<file path="config.mk">
export PLATFORM = sky130hd
export DESIGN_NAME = ex_stage
export DESIGN_NICKNAME = d
export VERILOG_FILES = /design/src/rtl/ex_stage_pkg.sv /design/src/rtl/div_iter.sv /design/src/rtl/ex_stage.sv
export SDC_FILE = /design/constraint.sdc
export NUM_CORES = 1
export LEC_CHECK = 0
export BUFFER_PORTS_ARGS = -buffer_cell sky130_fd_sc_hd__buf_2
export CAP_MARGIN = 10
export CORE_UTILIZATION = 40
export CTS_BUF_LIST = sky130_fd_sc_hd__clkbuf_2 sky130_fd_sc_hd__clkbuf_4 sky130_fd_sc_hd__clkbuf_8
export DETAILED_ROUTE_END_ITERATION = 10
export GPL_ROUTABILITY_DRIVEN = 1
export GPL_TIMING_DRIVEN = 1
export PLACE_DENSITY_LB_ADDON = 0.05
export SLEW_MARGIN = 20
export SYNTH_ARGS = -nofsm -noshare
export SYNTH_HDL_FRONTEND = slang
export SYNTH_SLANG_ARGS = --single-unit
</file>
<file path="constraint.sdc">
create_clock -name clk -period 4.7 [get_ports clk]
set_input_delay 0.235 -clock clk [delete_from_list [all_inputs] [get_ports clk]]
set_output_delay 0.235 -clock clk [all_outputs]
set_load 0.005 [all_outputs]
</file>
<file path="src/rtl/ex_stage_pkg.sv">
// Shared definitions for the execute stage: bus widths, stall vector bits,
// ALU opcode encodings, ID->EX bus field offsets and the divider step.
package ex_stage_pkg;

  localparam int DW           = 32;
  localparam int ID_TO_EX_WD  = 145;
  localparam int EX_TO_MEM_WD = 76;
  localparam int EX_TO_ID_WD  = 38;
  localparam int STALL_W      = 6;

  typedef logic [STALL_W-1:0] stall_bus_t;

  localparam int   STALL_EX  = 2;
  localparam int   STALL_MEM = 3;
  localparam logic STOP      = 1'b1;
  localparam logic NO_STOP   = 1'b0;

  typedef enum logic [4:0] {
    ALU_ADD  = 5'd0,
    ALU_SUB  = 5'd1,
    ALU_AND  = 5'd2,
    ALU_OR   = 5'd3,
    ALU_XOR  = 5'd4,
    ALU_NOR  = 5'd5,
    ALU_SLL  = 5'd6,
    ALU_SRL  = 5'd7,
    ALU_SRA  = 5'd8,
    ALU_SLT  = 5'd9,
    ALU_SLTU = 5'd10,
    ALU_LUI  = 5'd11,
    ALU_DIV  = 5'd12,
    ALU_DIVU = 5'd13
  } alu_op_e;

  // LSB positions of the ID->EX bus fields
  localparam int ID_RF_WADDR_LSB = 0;
  localparam int ID_RF_WE_BIT    = 5;
  localparam int ID_SEL_RES_BIT  = 6;
  localparam int ID_RAM_WEN_LSB  = 7;
  localparam int ID_RAM_EN_BIT   = 11;
  localparam int ID_ST_DATA_LSB  = 12;
  localparam int ID_SRC_B_LSB    = 44;
  localparam int ID_SRC_A_LSB    = 76;
  localparam int ID_ALU_OP_LSB   = 108;
  localparam int ID_PC_LSB       = 113;

  typedef enum logic [1:0] {
    DIV_IDLE = 2'd0,
    DIV_BUSY = 2'd1,
    DIV_DONE = 2'd2
  } div_state_e;

  // One restoring-division iteration: returns {remainder, quotient}.
  // The dividend is shifted out of the top of quo while quotient bits enter
  // at the bottom. A zero divisor always succeeds, giving all-ones.
  function automatic logic [63:0] div_step(input logic [31:0] rem,
                                           input logic [31:0] quo,
                                           input logic [31:0] dvs);
    logic [32:0] shifted;
    logic [32:0] trial;
    shifted = {rem, quo[31]};
    trial   = shifted - {1'b0, dvs};
    if (trial[32]) return {shifted[31:0], quo[30:0], 1'b0};
    else           return {trial[31:0], quo[30:0], 1'b1};
  endfunction

endpackage

</file>
<file path="src/rtl/div_iter.sv">
// Iterative radix-2 restoring divider for the execute stage.
// Only built when EX_DIV_EN is defined.
// The first iteration happens on the start edge, the remaining 31 in BUSY,
// so the quotient is presented in the 33rd cycle of the operation.
`ifdef EX_DIV_EN
module div_iter
  import ex_stage_pkg::*;
(
  input  logic        clk,
  input  logic        rst,
  input  logic        start,
  input  logic        is_signed,
  input  logic        hold,
  input  logic [31:0] a,
  input  logic [31:0] b,
  output logic        busy,
  output logic        done,
  output logic [31:0] quotient
);

  div_state_e  state_q, state_d;
  logic [4:0]  cnt_q;
  logic [31:0] rem_q, quo_q, dvs_q;
  logic        neg_q;
  logic [31:0] abs_a, abs_b;
  logic        neg_d;
  logic [63:0] step_first, step_next;

  assign abs_a = (is_signed && a[31]) ? (~a + 32'd1) : a;
  assign abs_b = (is_signed && b[31]) ? (~b + 32'd1) : b;
  // Divide by zero keeps the all-ones quotient regardless of dividend sign
  assign neg_d = is_signed && (a[31] ^ b[31]) && (b != 32'd0);

  assign step_first = div_step(32'd0, abs_a, abs_b);
  assign step_next  = div_step(rem_q, quo_q, dvs_q);

  // State register
  always_ff @(posedge clk) begin
    if (rst) state_q <= DIV_IDLE;
    else     state_q <= state_d;
  end

  // Next state: DONE is released only once EX is allowed to advance
  always_comb begin
    state_d = state_q;
    case (state_q)
      DIV_IDLE: if (start) state_d = DIV_BUSY;
      DIV_BUSY: if (cnt_q == 5'd31) state_d = DIV_DONE;
      DIV_DONE: if (!hold) state_d = DIV_IDLE;
      default:  state_d = DIV_IDLE;
    endcase
  end

  // Datapath: load plus first iteration on start, then one iteration per cycle
  always_ff @(posedge clk) begin
    if (rst) begin
      cnt_q <= '0;
      rem_q <= '0;
      quo_q <= '0;
      dvs_q <= '0;
      neg_q <= 1'b0;
    end else begin
      case (state_q)
        DIV_IDLE: begin
          if (start) begin
            rem_q <= step_first[63:32];
            quo_q <= step_first[31:0];
            dvs_q <= abs_b;
            neg_q <= neg_d;
            cnt_q <= 5'd1;
          end
        end
        DIV_BUSY: begin
          rem_q <= step_next[63:32];
          quo_q <= step_next[31:0];
          cnt_q <= cnt_q + 5'd1;
        end
        default: cnt_q <= '0;
      endcase
    end
  end

  assign busy     = (state_q == DIV_BUSY);
  assign done     = (state_q == DIV_DONE);
  assign quotient = neg_q ? (~quo_q + 32'd1) : quo_q;

endmodule
`endif

</file>
<file path="src/rtl/ex_stage.sv">
// Execute stage: pipeline input register, single-cycle ALU, data memory
// request, forwarding bus. DIV/DIVU use the iterative divider when
// EX_DIV_EN is defined; otherwise they return 0 in one cycle.
module ex_stage
  import ex_stage_pkg::*;
#(
  parameter int DATA_W = 32
) (
  input  logic                    clk,
  input  logic                    rst,
  input  stall_bus_t              stall,
  input  logic [ID_TO_EX_WD-1:0]  id_to_ex_bus,
  output logic [EX_TO_MEM_WD-1:0] ex_to_mem_bus,
  output logic [EX_TO_ID_WD-1:0]  ex_to_id_bus,
  output logic                    data_sram_en,
  output logic [3:0]              data_sram_wen,
  output logic [DATA_W-1:0]       data_sram_addr,
  output logic [DATA_W-1:0]       data_sram_wdata,
  output logic                    stallreq_for_ex
);

  logic [ID_TO_EX_WD-1:0] id_q;
  alu_op_e     alu_op;
  logic [31:0] pc, src_a, src_b, st_data;
  logic        ram_en, sel_rf_res, rf_we;
  logic [3:0]  ram_wen;
  logic [4:0]  rf_waddr;
  logic [31:0] ex_result, div_res;
  logic        unused_stall;

  assign unused_stall = ^{stall[5:4], stall[1:0]};

  // Input register: bubble when EX stalls but MEM advances, load when EX advances
  always_ff @(posedge clk) begin
    if (rst)
      id_q <= '0;
    else if (stall[STALL_EX] == STOP && stall[STALL_MEM] == NO_STOP)
      id_q <= '0;
    else if (stall[STALL_EX] == NO_STOP)
      id_q <= id_to_ex_bus;
  end

  assign pc         = id_q[ID_PC_LSB +: 32];
  assign alu_op     = alu_op_e'(id_q[ID_ALU_OP_LSB +: 5]);
  assign src_a      = id_q[ID_SRC_A_LSB +: 32];
  assign src_b      = id_q[ID_SRC_B_LSB +: 32];
  assign st_data    = id_q[ID_ST_DATA_LSB +: 32];
  assign ram_en     = id_q[ID_RAM_EN_BIT];
  assign ram_wen    = id_q[ID_RAM_WEN_LSB +: 4];
  assign sel_rf_res = id_q[ID_SEL_RES_BIT];
  assign rf_we      = id_q[ID_RF_WE_BIT];
  assign rf_waddr   = id_q[ID_RF_WADDR_LSB +: 5];

`ifdef EX_DIV_EN
  logic        is_div, div_done, unused_div_busy;
  logic [31:0] div_quotient;

  assign is_div = (alu_op == ALU_DIV) || (alu_op == ALU_DIVU);

  div_iter u_div_iter (
    .clk       (clk),
    .rst       (rst),
    .start     (is_div),
    .is_signed (alu_op == ALU_DIV),
    .hold      (stall[STALL_EX] == STOP),
    .a         (src_a),
    .b         (src_b),
    .busy      (unused_div_busy),
    .done      (div_done),
    .quotient  (div_quotient)
  );

  assign div_res         = div_done ? div_quotient : '0;
  assign stallreq_for_ex = is_div && !div_done;
`else
  assign div_res         = '0;
  assign stallreq_for_ex = 1'b0;
`endif

  // ALU: all non-divide results are combinational from the registered operands
  always_comb begin
    ex_result = '0;
    case (alu_op)
      ALU_ADD:  ex_result = src_a + src_b;
      ALU_SUB:  ex_result = src_a - src_b;
      ALU_AND:  ex_result = src_a & src_b;
      ALU_OR:   ex_result = src_a | src_b;
      ALU_XOR:  ex_result = src_a ^ src_b;
      ALU_NOR:  ex_result = ~(src_a | src_b);
      ALU_SLL:  ex_result = src_b << src_a[4:0];
      ALU_SRL:  ex_result = src_b >> src_a[4:0];
      ALU_SRA:  ex_result = $signed(src_b) >>> src_a[4:0];
      ALU_SLT:  ex_result = {31'b0, $signed(src_a) < $signed(src_b)};
      ALU_SLTU: ex_result = {31'b0, src_a < src_b};
      ALU_LUI:  ex_result = {src_b[15:0], 16'b0};
      ALU_DIV,
      ALU_DIVU: ex_result = div_res;
      default:  ex_result = '0;
    endcase
  end

  assign ex_to_mem_bus   = {pc, ram_en, ram_wen, sel_rf_res, rf_we, rf_waddr, ex_result};
  assign ex_to_id_bus    = {rf_we, rf_waddr, ex_result};
  assign data_sram_en    = ram_en;
  assign data_sram_wen   = ram_wen;
  assign data_sram_addr  = ex_result;
  assign data_sram_wdata = st_data;

endmodule
</file>
==> results of run 1 <==
## kinds of logic after synthesis
family                   share of synthesized area [%]
other                                          0.02434
adder cells (fa/ha/maj)                          8.218
XOR/XNOR                                        0.2274
flip-flops                                       18.84
buffers and inverters                            13.90
multiplexers                                     19.92
AO/OA/AOI/OAI                                    22.64
AND/OR/NAND/NOR                                  16.23
## area by class of cell
cell class                      instances  area [sq um]  area share [%]
Clock buffer                           20         269.0           1.457
Clock inverter                         12         147.6          0.7999
Inverter                              101         379.1           2.054
Multi-Input combinational cell       1436         10400           56.34
Sequential cell                       145          2912           15.77
Tap cell                              511         639.4           3.464
Timing Repair Buffer                  554          3712           20.11
## critical path: stages, from the launching register on
cell	delay [ns]
dfxtp_1	0.46
inv_1	0.11
ha_1	0.50
and3_1	0.27
a211o_1	0.29
a211o_1	0.26
a221oi_2	0.42
o21ai_1	0.30
a2111oi_0	0.68
nand2_1	0.11
nand2_1	0.09
a21o_1	0.14
buf_2	0.12
## power by group
group	total [mW]	internal (mW)	leakage (nW)	switching [mW]
Clock	1.09	0.519	0.206	0.572
Combinational	1.63	0.693	6.96	0.942
Sequential	1.36	1.29	1.19	0.0650
Total	4.08	2.50	8.35	1.58
## layout by cell type (no fill, tap or decap), drive strengths merged, types with 8 or more instances in the layout
| cell type | Yosys | routed |
|---|---|---|
| a211o | 16 | 16 |
| o22ai | 9 | 9 |
| mux4 | 40 | 40 |
| nor2 | 295 | 295 |
| a222oi | 11 | 11 |
| nor2b | 9 | 9 |
| o31ai | 11 | 11 |
| clkbuf | 98 | 21 |
| nand4 | 9 | 9 |
| nand3 | 27 | 27 |
| nand2 | 137 | 137 |
| mux2 | 21 | 21 |
| nand2b | 18 | 18 |
| buf | 204 | 409 |
| a221oi | 27 | 27 |
| o221ai | 8 | 8 |
| a211oi | 23 | 23 |
| inv | 100 | 105 |
| mux2i | 193 | 193 |
| dlygate4sd3 | 0 | 144 |
| nor3 | 30 | 30 |
| and3 | 8 | 8 |
| o21bai | 13 | 13 |
| o21ai | 108 | 108 |
| o211ai | 28 | 28 |
| a21oi | 121 | 121 |
| dfxtp | 145 | 145 |
| o2111ai | 10 | 10 |
| a22oi | 11 | 11 |
| a21o | 15 | 15 |
| a31oi | 8 | 8 |
| a221o | 11 | 11 |
| ha | 98 | 98 |
## final timing paths
kind	from	to	slack [ns]	depth (start not counted)
worst min register to register	id_q[33]	id_q[33]	0.50	2
worst min-delay path	id_to_ex_bus[76]	id_q[76]	0.04	3
worst max register to register	id_q[80]	id_q[80]	3.50	3
worst max-delay path	id_q[57]	ex_to_id_bus[31]	0.25	12
## metal layers
metal	track usage (%)	part of all wire, %	wire length, um
met5	0	0	0
met2	48.67	44	27830
met3	5.451	8.6	5381
met4	9.446	2.2	1376
met1	44.10	45	28210
## stage by stage
stage / hold WS (ns) / utilization, % / power (mW)
after floorplan: 0.3789 / - / 2.458
after global placement: 0.4634 / 43.94 / 2.883
after detailed placement: 0.4712 / 43.94 / 2.891
after CTS: 0.004637 / 48.86 / 4.084
after global routing: 0.02754 / 48.89 / 4.304
final: 0.04216 / 48.89 / 4.080
## repair_timing
item | CTS | global route
resized for setup | 0 | 2
hold endpoints to repair | 144 | 0
setup endpoints to repair | 0 | 6
hold buffers | 144 | 0
buffers inserted | 0 | 0
==> flow_metrics.tcl, run 1 <==
set metrics [dict create \
    p_leak_nw 8.354 \
    synth_commonest_cells "295 x nor2_1, 193 x mux2i_1, 159 x buf_4" \
    dp.cells 2603 \
    ir_drop_mv 0.1739 \
    overflow 0 \
    syn2layout_area_growth_pct 19.80 \
    required_ns 4.47 \
    hold_viol_final 0 \
    synth-edff-count 0 \
    antenna_found_initial 1 \
    rows 71 \
    cts_tree "yes" \
    die-area_sq_um 39310 \
    finalSetupTns_ns 0 \
    wl_per_cell_um 22.60 \
    synth_top_cell_area_share_pct 18.84 \
    placed_cell_area_sq_um 16590 \
    syn_nets 2237 \
    slew_violations 0 \
    synth_flop_cell "dfxtp_1" \
    drtPass1Iterations 5 \
    design_area_sq_um 18460 \
    cp_max_fo 13 \
    place_hpwl_mm 46.12 \
    ys_seq_elements 145 \
    setup_ws_ns 0.2521 \
    synthCells 1984 \
    max_freq_mhz 224.8 \
    synthArstFlopShare_pct 0 \
    reg_top3 "id_q x145" \
    yosysSeqAreaShare_pct 18.84 \
    netlist_area_sq_um 15410 \
    drc 0 \
    start_util_pct 40.81 \
    drt_iter0_drc 1616 \
    worstSetupPathType "flip-flop to primary output" \
    diodes 0 \
    largest-register "id_q" \
    hp-class "input port to flip-flop" \
    synthDistinctLibCells 91 \
    yosys_warnings 0 \
    cts_sinks 145 \
    worst_pin_slew_ns 0.8845 \
    postSynthAreaPerCell_sq_um 7.766 \
    cts_max_level 4 \
    core_area_sq_um 37760 \
    startpoint_type "flip-flop" \
    drt-total-wl_mm 62.80 \
    final_layout_size_suffix_gt1_share_pct 23.81 \
    clock_latency_ns 0.48 \
    status "complete, no violations" \
    cts_buffers 17 \
    min_period_over_period_pct 94.64 \
    power.density_nw_per_um2 221.1 \
    synth_top_area_cell "dfxtp_1" \
    slew_headroom_pct 40.49 \
    crit_path_end_kind "primary output" \
    die_w_um 198.3 \
    rsz0062_at_grt "no" \
    grt_max_degree 94 \
    setup_violations 0 \
    layout.nets 2508 \
    die_height_um 198.3 \
    max-cap-violations 0 \
    gp_congestion 0.9692 \
    cp.arrival_ns 4.21 \
    pin_count 337 \
    vias 16097 \
    yosysMostFrequentCell "nor2_1" \
    dpl_worst_slack_ns 0.7894 \
    synth_area_leaders "dfxtp_1 19%, mux2i_1 13%, ha_1 8.0%" \
    fill_cells 3693 \
    grt_pass1_vias 15019 \
    grt_pass1_wl_mm 92.78 \
    finalNonFillerCells 2779 \
    viasPerCell 5.792 \
    largest_reg_flops 145 \
    path_clk_slew_ns 0.08 \
    cts_root_buf "clkbuf_8" \
    clockBufferDepth 2 \
    ant_nets 0 \
    port_buffers 331 \
    min_period_ns 4.448 \
    grtUsageTotal_pct 31.42 \
    fin_skew_ns 0 \
]
No activity file was read; power rests on OpenSTA's default activity.
==> run 2: changes to the inputs <==
--- a/config.mk
+++ b/config.mk
@@ -13,6 +13,7 @@
 export GPL_ROUTABILITY_DRIVEN = 1
 export GPL_TIMING_DRIVEN = 1
 export PLACE_DENSITY_LB_ADDON = 0.05
+export RECOVER_POWER = 25
 export SLEW_MARGIN = 20
 export SYNTH_ARGS = -nofsm -noshare
 export SYNTH_HDL_FRONTEND = slang
==> flow_metrics.tcl, run 2 (same netlist as run 1, synthesis figures left out) <==
set metrics [dict create \
    status "complete, no violations" \
    start_util_pct 40.81 \
    drtPass1Iterations 7 \
    ff2ff_path_depth 3 \
    ir_drop_mv 0.1729 \
    grt_max_degree 94 \
    largest_reg_flops 145 \
    power_frac_clock_pct 26.7 \
    overflow 0 \
    core_area_sq_um 37760 \
    reg_top3 "id_q x145" \
    min_from "id_to_ex_bus[76]" \
    ant_nets 0 \
    max_freq_mhz 225.8 \
    diodes 0 \
    drt-total-wl_mm 62.68 \
    finalSetupTns_ns 0 \
    final_cell_mix "292 x nor2_1, 281 x buf_2, 193 x mux2i_1" \
    hold_viol_final 0 \
    cts_sinks 145 \
    gp_congestion 0.9692 \
    syn2layout_area_growth_pct 19.40 \
    pwr-share-comb_pct 40.0 \
    finalPower_mw 4.076 \
    crit_chain "inv_1, ha_1, and3_1, a211o_1, a211o_1, a221oi_2, o21ai_1, a2111oi_0, nand2_1, nand2_1, a21o_1, buf_2" \
    worstSetupPathType "flip-flop to primary output" \
    p_sw_mw 1.579 \
    antenna_found_initial 1 \
    layout.nets 2508 \
    clockBufferDepth 2 \
    fin_skew_ns 0 \
    rows 71 \
    internal_power_mw 2.497 \
    rsz0062_at_grt "no" \
    viasPerCell 5.798 \
    required_ns 4.47 \
    die_height_um 198.3 \
    clock_latency_ns 0.48 \
    startpoint_type "flip-flop" \
    min_period_over_period_pct 94.22 \
    setup_violations 0 \
    wl_per_cell_um 22.56 \
    die_w_um 198.3 \
    drt_iter0_drc 1597 \
    regToRegEndpoint "id_q[80]" \
    vias 16114 \
    path_clk_slew_ns 0.08 \
    slew_headroom_pct 39.99 \
    cts_max_level 4 \
    min_period_ns 4.428 \
    worst_pin_slew_ns 0.8920 \
    r2r_start "id_q[80]" \
    slowest_stage "a2111oi_0" \
    p_leak_nw 8.156 \
    die-area_sq_um 39310 \
    max-cap-violations 0 \
    grt_pass1_vias 15019 \
    grtUsageTotal_pct 31.42 \
    hold_end "id_q[76]" \
    drc 0 \
    hp-class "input port to flip-flop" \
    cp.arrival_ns 4.19 \
    cp_max_fo 13 \
    final_layout_size_suffix_gt1_share_pct 21.65 \
    ff2ff_setup_slack_ns 3.49 \
    whs_path_depth 3 \
    crit_path_end_kind "primary output" \
    place_hpwl_mm 46.12 \
    worst_path_largest_cell_delay_ns 0.67 \
    setup_ws_ns 0.2718 \
    slew_violations 0 \
    cts_setup_buffers 0 \
    port_buffers 331 \
    layout_commonest_cell "nor2_1" \
    largest-register "id_q" \
    p_seq_share_pct 33.3 \
    cts_tree "yes" \
    dpl_worst_slack_ns 0.7894 \
    cts_buffers 17 \
    p_sw_share_pct 38.74 \
    pin_count 337 \
    grt_pass1_wl_mm 92.78 \
    cts_root_buf "clkbuf_8" \
    power.density_nw_per_um2 221.6 \
]
-- run 2: metrics by stage --
step	hold slack (ns)	cells	instance area, sq um	utilization [%]
3_5_place_dp	0.4712	2603	16590	43.94
2_1_floorplan	0.3789	1984	15410	-
3_3_place_gp	0.4634	2603	16590	43.94
5_1_grt	0.02754	2779	18400	48.73
4_1_cts	0.004637	2779	18450	48.86
6_report	0.04367	2779	18400	48.73
-- run 2: power by group through the flow --
stage / logic (mW) / registers, mW / clock network [mW]
finish: 1.63 / 1.36 / 1.09
global route: 1.77 / 1.36 / 1.17
CTS: 1.61 / 1.35 / 1.12
detailed placement: 1.51 / 1.38 / 0
global placement: 1.50 / 1.38 / 0
floorplan: 1.10 / 1.36 / 0
-- run 2: final cells by class --
cell class	count	area, sq um
Clock inverter	12	147.6
Clock buffer	20	269.0
Fill cell	3721	19360
Tap cell	511	639.4
Timing Repair Buffer	554	3651
Multi-Input combinational cell	1436	10400
Inverter	101	379.1
Sequential cell	145	2912
-- run 2: per-layer routing --
| layer | wire length [um] | share of wire (%) | track usage, % |
|---|---|---|---|
| met1 | 27940 | 45 | 44.10 |
| met2 | 27840 | 44 | 48.67 |
| met3 | 5426 | 8.7 | 5.451 |
| met4 | 1470 | 2.3 | 9.446 |
| met5 | 0 | 0 | 0 |
-- run 2: worst max-delay path, delay by kind of cell, from the launching register on --
family	cells	cell delay, ns
adders and majority gates	1	0.50
buffers and inverters	2	0.22
and+or+nand+nor	3	0.48
AOI/OAI and AO/OA	6	2.07
DFF	1	0.46
-- run 2: what timing repair did --
item                       4_1_cts  5_1_grt
setup endpoints to repair        0        6
hold endpoints to repair       144        0
gates resized for setup          0        2
hold buffers                   144        0
-- run 2: worst max path at each step --
stage                         end  slack (ns)     start  cells after the start
2_1_floorplan    ex_to_id_bus[30]        0.35  id_q[78]                     17
3_3_place_gp   data_sram_addr[31]        0.82  id_q[57]                     12
3_5_place_dp    ex_to_mem_bus[30]        0.79  id_q[76]                     13
4_1_cts         ex_to_mem_bus[30]        0.23  id_q[76]                     13
5_1_grt         ex_to_mem_bus[24]        0.04  id_q[76]                     14
6_report         ex_to_id_bus[31]        0.27  id_q[57]                     12
